### config.mk
export PLATFORM = sky130hd
export DESIGN_NAME = matrix_operand_feeder_flat
export DESIGN_NICKNAME = d
export VERILOG_FILES = /design/src/rtl/matrix_mac_pkg.sv /design/src/rtl/matrix_operand_feeder_if.sv /design/src/rtl/matrix_operand_bank.sv /design/src/rtl/matrix_operand_feeder.sv /design/src/flat_wrapper.sv
export SDC_FILE = /design/constraint.sdc
export NUM_CORES = 1
export LEC_CHECK = 0
export ABC_AREA = 1
export ABC_CLOCK_PERIOD_IN_PS = 2600
export BUFFER_PORTS_ARGS = -buffer_cell sky130_fd_sc_hd__buf_4
export CORE_UTILIZATION = 45
export CTS_CLUSTER_DIAMETER = 30
export DETAILED_ROUTE_END_ITERATION = 12
export PLACE_DENSITY_LB_ADDON = 0.3
export SYNTH_ARGS = -nofsm -noshare
export SYNTH_HDL_FRONTEND = slang
export SYNTH_HIERARCHICAL = 1
export SYNTH_SLANG_ARGS = --single-unit
### constraint.sdc
create_clock -name clock -period 2.6 [get_ports clock]
set_input_delay 0.39 -clock clock [delete_from_list [all_inputs] [get_ports clock]]
set_output_delay 0.39 -clock clock [all_outputs]
set_load 0.03 [all_outputs]
### src/rtl/matrix_mac_pkg.sv
// ---------------------------------------------------------------------------
// matrix_mac_pkg
// Shared definitions for the matrix MAC datapath and its operand feeder.
//   DATA_WIDTH / DIM : default element width and square matrix dimension
//   IDX_W            : width of a row/column/term index for the default DIM
//   PTR_W            : width of an element address inside one operand bank
//   feeder_state_t   : operand feeder sequencing states
// ---------------------------------------------------------------------------
package matrix_mac_pkg;

    localparam int DATA_WIDTH = 8;
    localparam int DIM        = 4;
    localparam int IDX_W      = $clog2(DIM);
    localparam int PTR_W      = $clog2(DIM * DIM);

    typedef enum logic [1:0] {
        IDLE   = 2'd0,
        STREAM = 2'd1,
        DONE   = 2'd2
    } feeder_state_t;

endpackage

### src/rtl/matrix_operand_feeder_if.sv
// ---------------------------------------------------------------------------
// matrix_operand_feeder_if
// Bundles the load port, the control pins and the MAC-facing pair stream of
// matrix_operand_feeder.
//   master : the side that loads operands, starts and stalls the feeder
//            (drives load_valid/load_sel/load_data/start/stall)
//   slave  : the feeder itself (drives load_ready, busy, done, mac_*,
//            matrix_1/matrix_2, row_idx/col_idx)
// The optional abort pin (MATRIX_FEEDER_ABORT_EN) is a plain port on the
// feeder, not part of this bundle.
// ---------------------------------------------------------------------------
interface matrix_operand_feeder_if #(
    parameter int DATA_WIDTH = matrix_mac_pkg::DATA_WIDTH,
    parameter int DIM        = matrix_mac_pkg::DIM
);

    localparam int IDX_BITS = $clog2(DIM);

    logic                  load_valid;
    logic                  load_ready;
    logic                  load_sel;
    logic [DATA_WIDTH-1:0] load_data;
    logic                  start;
    logic                  stall;
    logic                  busy;
    logic                  done;
    logic                  mac_enable;
    logic                  mac_clear;
    logic                  mac_last;
    logic [DATA_WIDTH-1:0] matrix_1;
    logic [DATA_WIDTH-1:0] matrix_2;
    logic [IDX_BITS-1:0]   row_idx;
    logic [IDX_BITS-1:0]   col_idx;

    modport master (
        output load_valid, load_sel, load_data, start, stall,
        input  load_ready, busy, done, mac_enable, mac_clear, mac_last,
               matrix_1, matrix_2, row_idx, col_idx
    );

    modport slave (
        input  load_valid, load_sel, load_data, start, stall,
        output load_ready, busy, done, mac_enable, mac_clear, mac_last,
               matrix_1, matrix_2, row_idx, col_idx
    );

endinterface

### src/rtl/matrix_operand_bank.sv
// ---------------------------------------------------------------------------
// matrix_operand_bank
// DIM*DIM x DATA_WIDTH register file holding one operand matrix in
// row-major order. One synchronous write port, one combinational read port
// so the feeder can address and register an element in the same cycle.
// Contents are not reset.
//   clock : rising-edge clock
//   we    : write enable
//   waddr : write element address
//   wdata : write element value
//   raddr : read element address
//   rdata : element at raddr
// ---------------------------------------------------------------------------
module matrix_operand_bank #(
    parameter int DATA_WIDTH = matrix_mac_pkg::DATA_WIDTH,
    parameter int DIM        = matrix_mac_pkg::DIM
) (
    input  logic                          clock,
    input  logic                          we,
    input  logic [$clog2(DIM*DIM)-1:0]    waddr,
    input  logic [DATA_WIDTH-1:0]         wdata,
    input  logic [$clog2(DIM*DIM)-1:0]    raddr,
    output logic [DATA_WIDTH-1:0]         rdata
);

    logic [DATA_WIDTH-1:0] mem_reg [DIM*DIM];

    always_ff @(posedge clock) begin
        if (we) begin
            mem_reg[waddr] <= wdata;
        end
    end

    assign rdata = mem_reg[raddr];

endmodule

### src/rtl/matrix_operand_feeder.sv
// ---------------------------------------------------------------------------
// matrix_operand_feeder
// Buffers operand matrices A and B (loaded element-serially, row-major) and,
// on start, streams A[i][k] / B[k][j] pairs to the MAC with k innermost,
// then j, then i, flagging the first (mac_clear) and last (mac_last) term of
// every dot product. All outputs are registered.
//   clock  : rising-edge clock
//   reset  : asynchronous active-low reset
//   abort  : (only with MATRIX_FEEDER_ABORT_EN) drop the current stream and
//            return to IDLE keeping both loaded matrices
//   bus    : matrix_operand_feeder_if.slave (load port, start/stall,
//            busy/done, mac_* strobes, matrix_1/matrix_2, row_idx/col_idx)
// Build option: define MATRIX_FEEDER_ABORT_EN to add the abort port.
// ---------------------------------------------------------------------------
module matrix_operand_feeder #(
    parameter int DATA_WIDTH = matrix_mac_pkg::DATA_WIDTH,
    parameter int DIM        = matrix_mac_pkg::DIM
) (
    input  logic                    clock,
    input  logic                    reset,
`ifdef MATRIX_FEEDER_ABORT_EN
    input  logic                    abort,
`endif
    matrix_operand_feeder_if.slave  bus
);

    import matrix_mac_pkg::*;

    localparam int CNT_W  = $clog2(DIM);
    localparam int ADDR_W = $clog2(DIM * DIM);
    localparam logic [CNT_W-1:0]  IDX_LAST = CNT_W'(DIM - 1);
    localparam logic [ADDR_W-1:0] PTR_LAST = ADDR_W'(DIM * DIM - 1);
    localparam logic [ADDR_W-1:0] ROW_STEP = ADDR_W'(DIM);

    feeder_state_t         state_reg, state_next;
    logic [ADDR_W-1:0]     a_ptr_reg, a_ptr_next, b_ptr_reg, b_ptr_next;
    logic                  a_full_reg, a_full_next, b_full_reg, b_full_next;
    logic [CNT_W-1:0]      i_reg, i_next, j_reg, j_next, k_reg, k_next;
    logic                  drain_reg, drain_next;
    logic                  load_ready_reg, load_ready_next;
    logic                  busy_reg, busy_next, done_reg, done_next;
    logic                  mac_enable_reg, mac_enable_next;
    logic                  mac_clear_reg, mac_clear_next;
    logic                  mac_last_reg, mac_last_next;
    logic [DATA_WIDTH-1:0] matrix_1_reg, matrix_1_next;
    logic [DATA_WIDTH-1:0] matrix_2_reg, matrix_2_next;
    logic [CNT_W-1:0]      row_idx_reg, row_idx_next, col_idx_reg, col_idx_next;

    logic                  abort_req;
    logic                  load_fire, a_we, b_we;
    logic                  present, issue;
    logic [ADDR_W-1:0]     a_raddr, b_raddr;
    logic [DATA_WIDTH-1:0] a_rdata, b_rdata;

`ifdef MATRIX_FEEDER_ABORT_EN
    assign abort_req = abort;
`else
    assign abort_req = 1'b0;
`endif

    // load_ready is only ever high in IDLE, so it doubles as the load gate.
    assign load_fire = bus.load_valid & load_ready_reg;
    assign a_we      = load_fire & ~bus.load_sel;
    assign b_we      = load_fire &  bus.load_sel;

    // The i/j/k counters always name the next pair to present.
    assign a_raddr = ADDR_W'(i_reg) * ROW_STEP + ADDR_W'(k_reg);
    assign b_raddr = ADDR_W'(k_reg) * ROW_STEP + ADDR_W'(j_reg);

    matrix_operand_bank #(.DATA_WIDTH(DATA_WIDTH), .DIM(DIM)) u_bank_a (
        .clock (clock),
        .we    (a_we),
        .waddr (a_ptr_reg),
        .wdata (bus.load_data),
        .raddr (a_raddr),
        .rdata (a_rdata)
    );

    matrix_operand_bank #(.DATA_WIDTH(DATA_WIDTH), .DIM(DIM)) u_bank_b (
        .clock (clock),
        .we    (b_we),
        .waddr (b_ptr_reg),
        .wdata (bus.load_data),
        .raddr (b_raddr),
        .rdata (b_rdata)
    );

    always_comb begin
        state_next  = state_reg;
        a_ptr_next  = a_ptr_reg;
        b_ptr_next  = b_ptr_reg;
        a_full_next = a_full_reg;
        b_full_next = b_full_reg;
        i_next      = i_reg;
        j_next      = j_reg;
        k_next      = k_reg;
        present     = 1'b0;   // output registers take the pair at i/j/k
        issue       = 1'b0;   // ... and it counts as a real MAC term

        case (state_reg)
            IDLE: begin
                if (a_we) begin
                    a_ptr_next = (a_ptr_reg == PTR_LAST) ? '0 : a_ptr_reg + 1'b1;
                    if (a_ptr_reg == PTR_LAST) a_full_next = 1'b1;
                end
                if (b_we) begin
                    b_ptr_next = (b_ptr_reg == PTR_LAST) ? '0 : b_ptr_reg + 1'b1;
                    if (b_ptr_reg == PTR_LAST) b_full_next = 1'b1;
                end
                // Flags sampled before any same-cycle write lands.
                if (bus.start && a_full_reg && b_full_reg) begin
                    state_next = STREAM;
                    present    = 1'b1;
                    issue      = 1'b1;
                end
            end
            STREAM: begin
                if (abort_req) begin
                    state_next = IDLE;
                end else if (drain_reg) begin
                    state_next = DONE;
                end else begin
                    // A stalled cycle still loads the pending pair so it sits
                    // on the outputs with mac_enable low until released.
                    present = 1'b1;
                    issue   = ~bus.stall;
                end
            end
            DONE: begin
                a_full_next = 1'b0;
                b_full_next = 1'b0;
                state_next  = IDLE;
            end
            default: state_next = IDLE;
        endcase

        if (issue) begin
            if (k_reg == IDX_LAST) begin
                k_next = '0;
                if (j_reg == IDX_LAST) begin
                    j_next = '0;
                    i_next = (i_reg == IDX_LAST) ? '0 : i_reg + 1'b1;
                end else begin
                    j_next = j_reg + 1'b1;
                end
            end else begin
                k_next = k_reg + 1'b1;
            end
        end

        // Every new stream starts from (0,0,0), including after an abort.
        if (state_next != STREAM) begin
            i_next = '0;
            j_next = '0;
            k_next = '0;
        end

        drain_next = issue && (state_reg == STREAM) &&
                     (i_reg == IDX_LAST) && (j_reg == IDX_LAST) && (k_reg == IDX_LAST);

        load_ready_next = (state_next == IDLE);
        busy_next       = (state_next == STREAM);
        done_next       = (state_next == DONE);
        mac_enable_next = issue;
        mac_clear_next  = present && (k_reg == '0);
        mac_last_next   = present && (k_reg == IDX_LAST);

        matrix_1_next = matrix_1_reg;
        matrix_2_next = matrix_2_reg;
        row_idx_next  = row_idx_reg;
        col_idx_next  = col_idx_reg;
        if (present) begin
            matrix_1_next = a_rdata;
            matrix_2_next = b_rdata;
            row_idx_next  = i_reg;
            col_idx_next  = j_reg;
        end
    end

    always_ff @(posedge clock or negedge reset) begin
        if (!reset) begin
            state_reg      <= IDLE;
            a_ptr_reg      <= '0;
            b_ptr_reg      <= '0;
            a_full_reg     <= 1'b0;
            b_full_reg     <= 1'b0;
            i_reg          <= '0;
            j_reg          <= '0;
            k_reg          <= '0;
            drain_reg      <= 1'b0;
            load_ready_reg <= 1'b1;
            busy_reg       <= 1'b0;
            done_reg       <= 1'b0;
            mac_enable_reg <= 1'b0;
            mac_clear_reg  <= 1'b0;
            mac_last_reg   <= 1'b0;
            matrix_1_reg   <= '0;
            matrix_2_reg   <= '0;
            row_idx_reg    <= '0;
            col_idx_reg    <= '0;
        end else begin
            state_reg      <= state_next;
            a_ptr_reg      <= a_ptr_next;
            b_ptr_reg      <= b_ptr_next;
            a_full_reg     <= a_full_next;
            b_full_reg     <= b_full_next;
            i_reg          <= i_next;
            j_reg          <= j_next;
            k_reg          <= k_next;
            drain_reg      <= drain_next;
            load_ready_reg <= load_ready_next;
            busy_reg       <= busy_next;
            done_reg       <= done_next;
            mac_enable_reg <= mac_enable_next;
            mac_clear_reg  <= mac_clear_next;
            mac_last_reg   <= mac_last_next;
            matrix_1_reg   <= matrix_1_next;
            matrix_2_reg   <= matrix_2_next;
            row_idx_reg    <= row_idx_next;
            col_idx_reg    <= col_idx_next;
        end
    end

    assign bus.load_ready = load_ready_reg;
    assign bus.busy       = busy_reg;
    assign bus.done       = done_reg;
    assign bus.mac_enable = mac_enable_reg;
    assign bus.mac_clear  = mac_clear_reg;
    assign bus.mac_last   = mac_last_reg;
    assign bus.matrix_1   = matrix_1_reg;
    assign bus.matrix_2   = matrix_2_reg;
    assign bus.row_idx    = row_idx_reg;
    assign bus.col_idx    = col_idx_reg;

endmodule

### src/flat_wrapper.sv
// flat-port wrapper written by rule: the top's interface ports become plain ports
module matrix_operand_feeder_flat import matrix_mac_pkg::*;
#(
    parameter int DATA_WIDTH = matrix_mac_pkg::DATA_WIDTH,
    parameter int DIM        = matrix_mac_pkg::DIM
)
  (clock, reset, bus_load_valid, bus_load_sel, bus_load_data, bus_start, bus_stall, bus_load_ready, bus_busy, bus_done, bus_mac_enable, bus_mac_clear, bus_mac_last, bus_matrix_1, bus_matrix_2, bus_row_idx, bus_col_idx);
  matrix_operand_feeder_if #(.DATA_WIDTH(DATA_WIDTH), .DIM(DIM)) bus_i ();
  input  logic clock;
  input  logic reset;
  input wire logic [$bits(bus_i.load_valid)-1:0] bus_load_valid;
  input wire logic [$bits(bus_i.load_sel)-1:0] bus_load_sel;
  input wire logic [$bits(bus_i.load_data)-1:0] bus_load_data;
  input wire logic [$bits(bus_i.start)-1:0] bus_start;
  input wire logic [$bits(bus_i.stall)-1:0] bus_stall;
  output wire logic [$bits(bus_i.load_ready)-1:0] bus_load_ready;
  output wire logic [$bits(bus_i.busy)-1:0] bus_busy;
  output wire logic [$bits(bus_i.done)-1:0] bus_done;
  output wire logic [$bits(bus_i.mac_enable)-1:0] bus_mac_enable;
  output wire logic [$bits(bus_i.mac_clear)-1:0] bus_mac_clear;
  output wire logic [$bits(bus_i.mac_last)-1:0] bus_mac_last;
  output wire logic [$bits(bus_i.matrix_1)-1:0] bus_matrix_1;
  output wire logic [$bits(bus_i.matrix_2)-1:0] bus_matrix_2;
  output wire logic [$bits(bus_i.row_idx)-1:0] bus_row_idx;
  output wire logic [$bits(bus_i.col_idx)-1:0] bus_col_idx;
  assign bus_i.load_valid = bus_load_valid;
  assign bus_i.load_sel = bus_load_sel;
  assign bus_i.load_data = bus_load_data;
  assign bus_i.start = bus_start;
  assign bus_i.stall = bus_stall;
  assign bus_load_ready = bus_i.load_ready;
  assign bus_busy = bus_i.busy;
  assign bus_done = bus_i.done;
  assign bus_mac_enable = bus_i.mac_enable;
  assign bus_mac_clear = bus_i.mac_clear;
  assign bus_mac_last = bus_i.mac_last;
  assign bus_matrix_1 = bus_i.matrix_1;
  assign bus_matrix_2 = bus_i.matrix_2;
  assign bus_row_idx = bus_i.row_idx;
  assign bus_col_idx = bus_i.col_idx;
  matrix_operand_feeder #(.DATA_WIDTH(DATA_WIDTH), .DIM(DIM)) u_core (.clock(clock), .reset(reset), .bus(bus_i));
endmodule
==> impl_results.html <==
<table>
<tr><th>Metric</th><th>Value</th></tr>
<tr><th colspan="2">Layout</th></tr>
<tr><td>Layout cells sized above 1</td><td>11.5%</td></tr>
<tr><td>Synth-to-layout area growth</td><td>16.3%</td></tr>
<tr><td>Final instance area</td><td>0.0153 mm^2</td></tr>
<tr><td>Final Instance Count excl. Fillers</td><td>1772</td></tr>
<tr><td>Reg area</td><td>0.00882 mm^2</td></tr>
<tr><td>Area of the multi-input gates</td><td>0.00315 mm^2</td></tr>
<tr><td>Final-layout fill cell count</td><td>2493</td></tr>
<tr><td>Number of nets in the layout</td><td>1371</td></tr>
<tr><td>Inserted Diodes</td><td>0</td></tr>
<tr><th colspan="2">Synth</th></tr>
<tr><td>Biggest area contributors in the synthesized netlist</td><td>edfxtp_1 58%, nand2_1 12%, dfrtp_1 8.4%</td></tr>
<tr><td>Primary flip-flop cell chosen by synthesis mapping</td><td>edfxtp_1</td></tr>
<tr><td>Leading post-synthesis cells by instance count</td><td>425 x nand2_1, 256 x edfxtp_1, 214 x inv_1</td></tr>
<tr><td>Number of synthesized register bits</td><td>301</td></tr>
<tr><td>Count of unique library cells instantiated by Yosys</td><td>27</td></tr>
<tr><td>Yosys top cell area share</td><td>58.4%</td></tr>
<tr><td>Area leader, netlist</td><td>edfxtp_1</td></tr>
<tr><td>Average instance area after synthesis</td><td>10.2 um^2</td></tr>
<tr><td>Most repeated cell in the gate-level netlist after synthesis</td><td>nand2_1</td></tr>
<tr><td>Register area share after synthesis</td><td>67.0%</td></tr>
<tr><td>Share of async-settable or async-resettable flops after synthesis</td><td>15.0%</td></tr>
<tr><td>Number of flops mapped to enable cells by yosys</td><td>256</td></tr>
<tr><td>Post-synthesis instance area</td><td>0.0132 mm^2</td></tr>
<tr><td>Net count after synthesis</td><td>1315</td></tr>
<tr><td>Synthesized instance count</td><td>1295</td></tr>
<tr><td>YS warnings</td><td>6</td></tr>
<tr><th colspan="2">Floorplan</th></tr>
<tr><td>FP Rows</td><td>62</td></tr>
<tr><td>Die width</td><td>173 um</td></tr>
<tr><td>Ports</td><td>40</td></tr>
<tr><td>Vertical extent of the die</td><td>173 um</td></tr>
<tr><td>Initial Utilization</td><td>45.8%</td></tr>
<tr><td>Placeable Area</td><td>0.0287 mm^2</td></tr>
<tr><td>Total die area</td><td>0.0299 mm^2</td></tr>
<tr><th colspan="2">STA</th></tr>
<tr><td>Aggregate negative setup slack</td><td>0 ns</td></tr>
<tr><td>Transition time of the tightest slew-check pin</td><td>0.742 ns</td></tr>
<tr><td>Min cycle time layout</td><td>2.18 ns</td></tr>
<tr><td>Final Max Tran Viols</td><td>0</td></tr>
<tr><td>Maximum clock rate</td><td>459 MHz</td></tr>
<tr><td>Max transition margin</td><td>50.5%</td></tr>
<tr><td>Endpoints failing setup</td><td>0</td></tr>
<tr><td>Worst slack on hold paths</td><td>0.180 ns</td></tr>
<tr><td>Final period util</td><td>83.8%</td></tr>
<tr><td>Final Hold Violating Endpoints</td><td>0</td></tr>
<tr><td>Unrepaired setup endpoints after global routing</td><td>false</td></tr>
<tr><td>Final setup skew</td><td>0.0141 ns</td></tr>
<tr><th colspan="2">CTS</th></tr>
<tr><td>CTS tree</td><td>built</td></tr>
<tr><td>Number of gates resized after cts</td><td>0</td></tr>
<tr><td>Clock net sink count</td><td>301</td></tr>
<tr><td>Number of buffers created by CTS</td><td>49</td></tr>
<tr><td>Post-CTS Setup Repair Bufs</td><td>0</td></tr>
<tr><td>Clock slew seen by the registers of the worst setup and hold paths</td><td>0.05 ns</td></tr>
<tr><td>Max clock buf depth</td><td>3</td></tr>
<tr><td>Clock latency of the later-clocked register in the worst-skew pair</td><td>0.53 ns</td></tr>
<tr><td>H-tree level count</td><td>2</td></tr>
<tr><td>Hold buffer count at CTS</td><td>1</td></tr>
<tr><td>Clk Tree Root Cell</td><td>clkbuf_16</td></tr>
<tr><th colspan="2">Pwr</th></tr>
<tr><td>Leakage</td><td>0.00670 uW</td></tr>
<tr><td>Peak supply drop</td><td>0.000533 V</td></tr>
<tr><td>PD cells</td><td>1030 mW/mm^2</td></tr>
<tr><th colspan="2">Critical path</th></tr>
<tr><td>Top fanout value on the critical path</td><td>8</td></tr>
<tr><td>Buffers and inverters on the worst path</td><td>0</td></tr>
<tr><td>Cells traversed along the worst timing path</td><td>nand2_1 -&gt; nor2_2 -&gt; nand3b_1 -&gt; nor2_1</td></tr>
<tr><td>Crit start category</td><td>flip-flop</td></tr>
<tr><td>Worst path max stage delay</td><td>0.57 ns</td></tr>
<tr><td>Worst path slowest cell</td><td>nor2_1</td></tr>
<tr><td>Kind of cell adding the most delay to the critical path</td><td>simple AND/OR/NAND/NOR gates</td></tr>
<tr><td>CP endpoint kind</td><td>flip-flop</td></tr>
<tr><td>Crit Path Class</td><td>reg -&gt; reg</td></tr>
<tr><td>Data required time at the worst endpoint</td><td>2.76 ns</td></tr>
<tr><td>Critical Path AT</td><td>2.34 ns</td></tr>
<tr><th colspan="2">Route</th></tr>
<tr><td>1st-pass router iterations</td><td>6</td></tr>
<tr><td>Via count</td><td>8890</td></tr>
<tr><td>DRC violation count after routing</td><td>0</td></tr>
<tr><td>Number of DRC violations after detailed-routing iteration 0</td><td>800</td></tr>
<tr><td>Via density per instance</td><td>5.02</td></tr>
<tr><td>Detail-routed net length per standard cell</td><td>17.3 um</td></tr>
<tr><td>Residual antenna-violating net count after detailed routing</td><td>0</td></tr>
<tr><td>Total wire length after detailed routing</td><td>30.6 mm</td></tr>
<tr><th colspan="2">Place</th></tr>
<tr><td>Buffers on Ports</td><td>39</td></tr>
<tr><td>HPWL after detailed placement</td><td>18.0 mm</td></tr>
<tr><td>DP Area</td><td>0.0137 mm^2</td></tr>
<tr><td>Placed Instances</td><td>1683</td></tr>
<tr><td>Final weighted congestion in routability-driven placement</td><td>0.858</td></tr>
<tr><th colspan="2">Global route</th></tr>
<tr><td>Vias in the first global route</td><td>8625</td></tr>
<tr><td>First-pass GRT wire length</td><td>48.3 mm</td></tr>
<tr><td>Number of antenna violations at the first check in global routing</td><td>0</td></tr>
<tr><td>Maximum number of pins on one net before global-route repair</td><td>69</td></tr>
<tr><td>Global-route usage over all layers</td><td>20.9%</td></tr>
<tr><td>Total gr overflow</td><td>0</td></tr>
<tr><th colspan="2">Hold path</th></tr>
<tr><td>Path type of the worst min-delay path</td><td>in -&gt; reg</td></tr>
<tr><th colspan="2">Job</th></tr>
<tr><td>Max-capacitance violation count</td><td>0</td></tr>
<tr><th colspan="2">Outcome</th></tr>
<tr><td>Status</td><td>finished, final reports clean</td></tr>
</table>
[worst reg2reg max path: stages (launching register included)]
cell and delay [ns]:
dfstp_2 0.54, nand2_1 0.07, nor2_2 0.41, nand3b_1 0.22, nor2_1 0.57
[metal layers]
| layer | part of all wire [%] | global-route usage (%) | up-vias |
|---|---|---|---|
| li1 | - | - | 4285 |
| met1 | 45 | 30.4 | 4178 |
| met2 | 45 | 32.3 | 376 |
| met3 | 8.0 | 3.56 | 51 |
| met4 | 1.9 | 6.12 | 0 |
| met5 | 0 | 0 | - |
[layout by cell type, fill, tap and decap left out, types with 3 or more instances in the layout]
| master | n |
|---|---|
| clkinv_1 | 3 |
| edfxtp_1 | 256 |
| a21oi_1 | 5 |
| nand3_1 | 207 |
| buf_4 | 54 |
| bufinv_16 | 4 |
| nand2_1 | 425 |
| clkinv_2 | 8 |
| clkbuf_1 | 5 |
| inv_2 | 6 |
| inv_6 | 8 |
| inv_1 | 214 |
| clkbuf_16 | 49 |
| dfrtp_1 | 42 |
| nand2_2 | 5 |
| nor2_2 | 3 |
| nor2_1 | 47 |
| nand3b_1 | 5 |
| clkinv_4 | 3 |
| ha_1 | 6 |
| clkinvlp_4 | 7 |
| xnor2_1 | 3 |
| o21ai_0 | 5 |
[power by group]
group	internal, uW	switching, uW
Clock	3880	2250
Sequential	5460	156
Combinational	1200	2730
Total	10600	5140
[cell families after synthesis]
logic type | Yosys count | synth area share, %
buf+inv | 272 | 9.09
compound gates | 11 | 0.447
fa+ha+maj | 6 | 0.570
flops | 301 | 67.0
xor+xnor | 4 | 0.266
simple gates | 699 | 22.5
mux | 2 | 0.171
[worst paths after layout]
check / startpoint / to / cells after the start / slack (ns)
hold / removal: bus_stall / u_core/drain_reg / 4 / 0.18
hold reg to reg: u_core/bus.matrix_2[7] / u_core/bus.matrix_2[7] / 2 / 0.47
min in group asynchronous: reset / u_core/bus.matrix_2[4] / 2 / 0.40
max in group asynchronous: reset / u_core/k_reg[0] / 2 / 1.76
setup reg to reg: u_core/bus.load_ready / u_core/u_bank_a/mem_reg[10][0] / 4 / 0.42
setup / recovery: u_core/bus.load_ready / u_core/u_bank_a/mem_reg[10][0] / 4 / 0.42
[final cells by class]
class                      instances  share of cell area [%]
sequential                       301                    57.6
clock buffer                      54                    8.14
inverter                         220                    5.40
tap                              384                    3.14
clock inverter                    34                    2.17
timing repair buffer              57                    2.98
multi-input combinational        722                    20.6
[through the flow]
step	utilization (%)	worst slack [ns]	total power (uW)
6_report	53.3	0.422	15700
2_1_floorplan	-	0.800	8570
4_1_cts	53.3	0.474	15700
5_1_grt	53.3	0.323	16400
3_5_place_dp	47.8	0.491	9590
3_3_place_gp	47.8	0.538	9560
(Power assumes the default switching activity.)
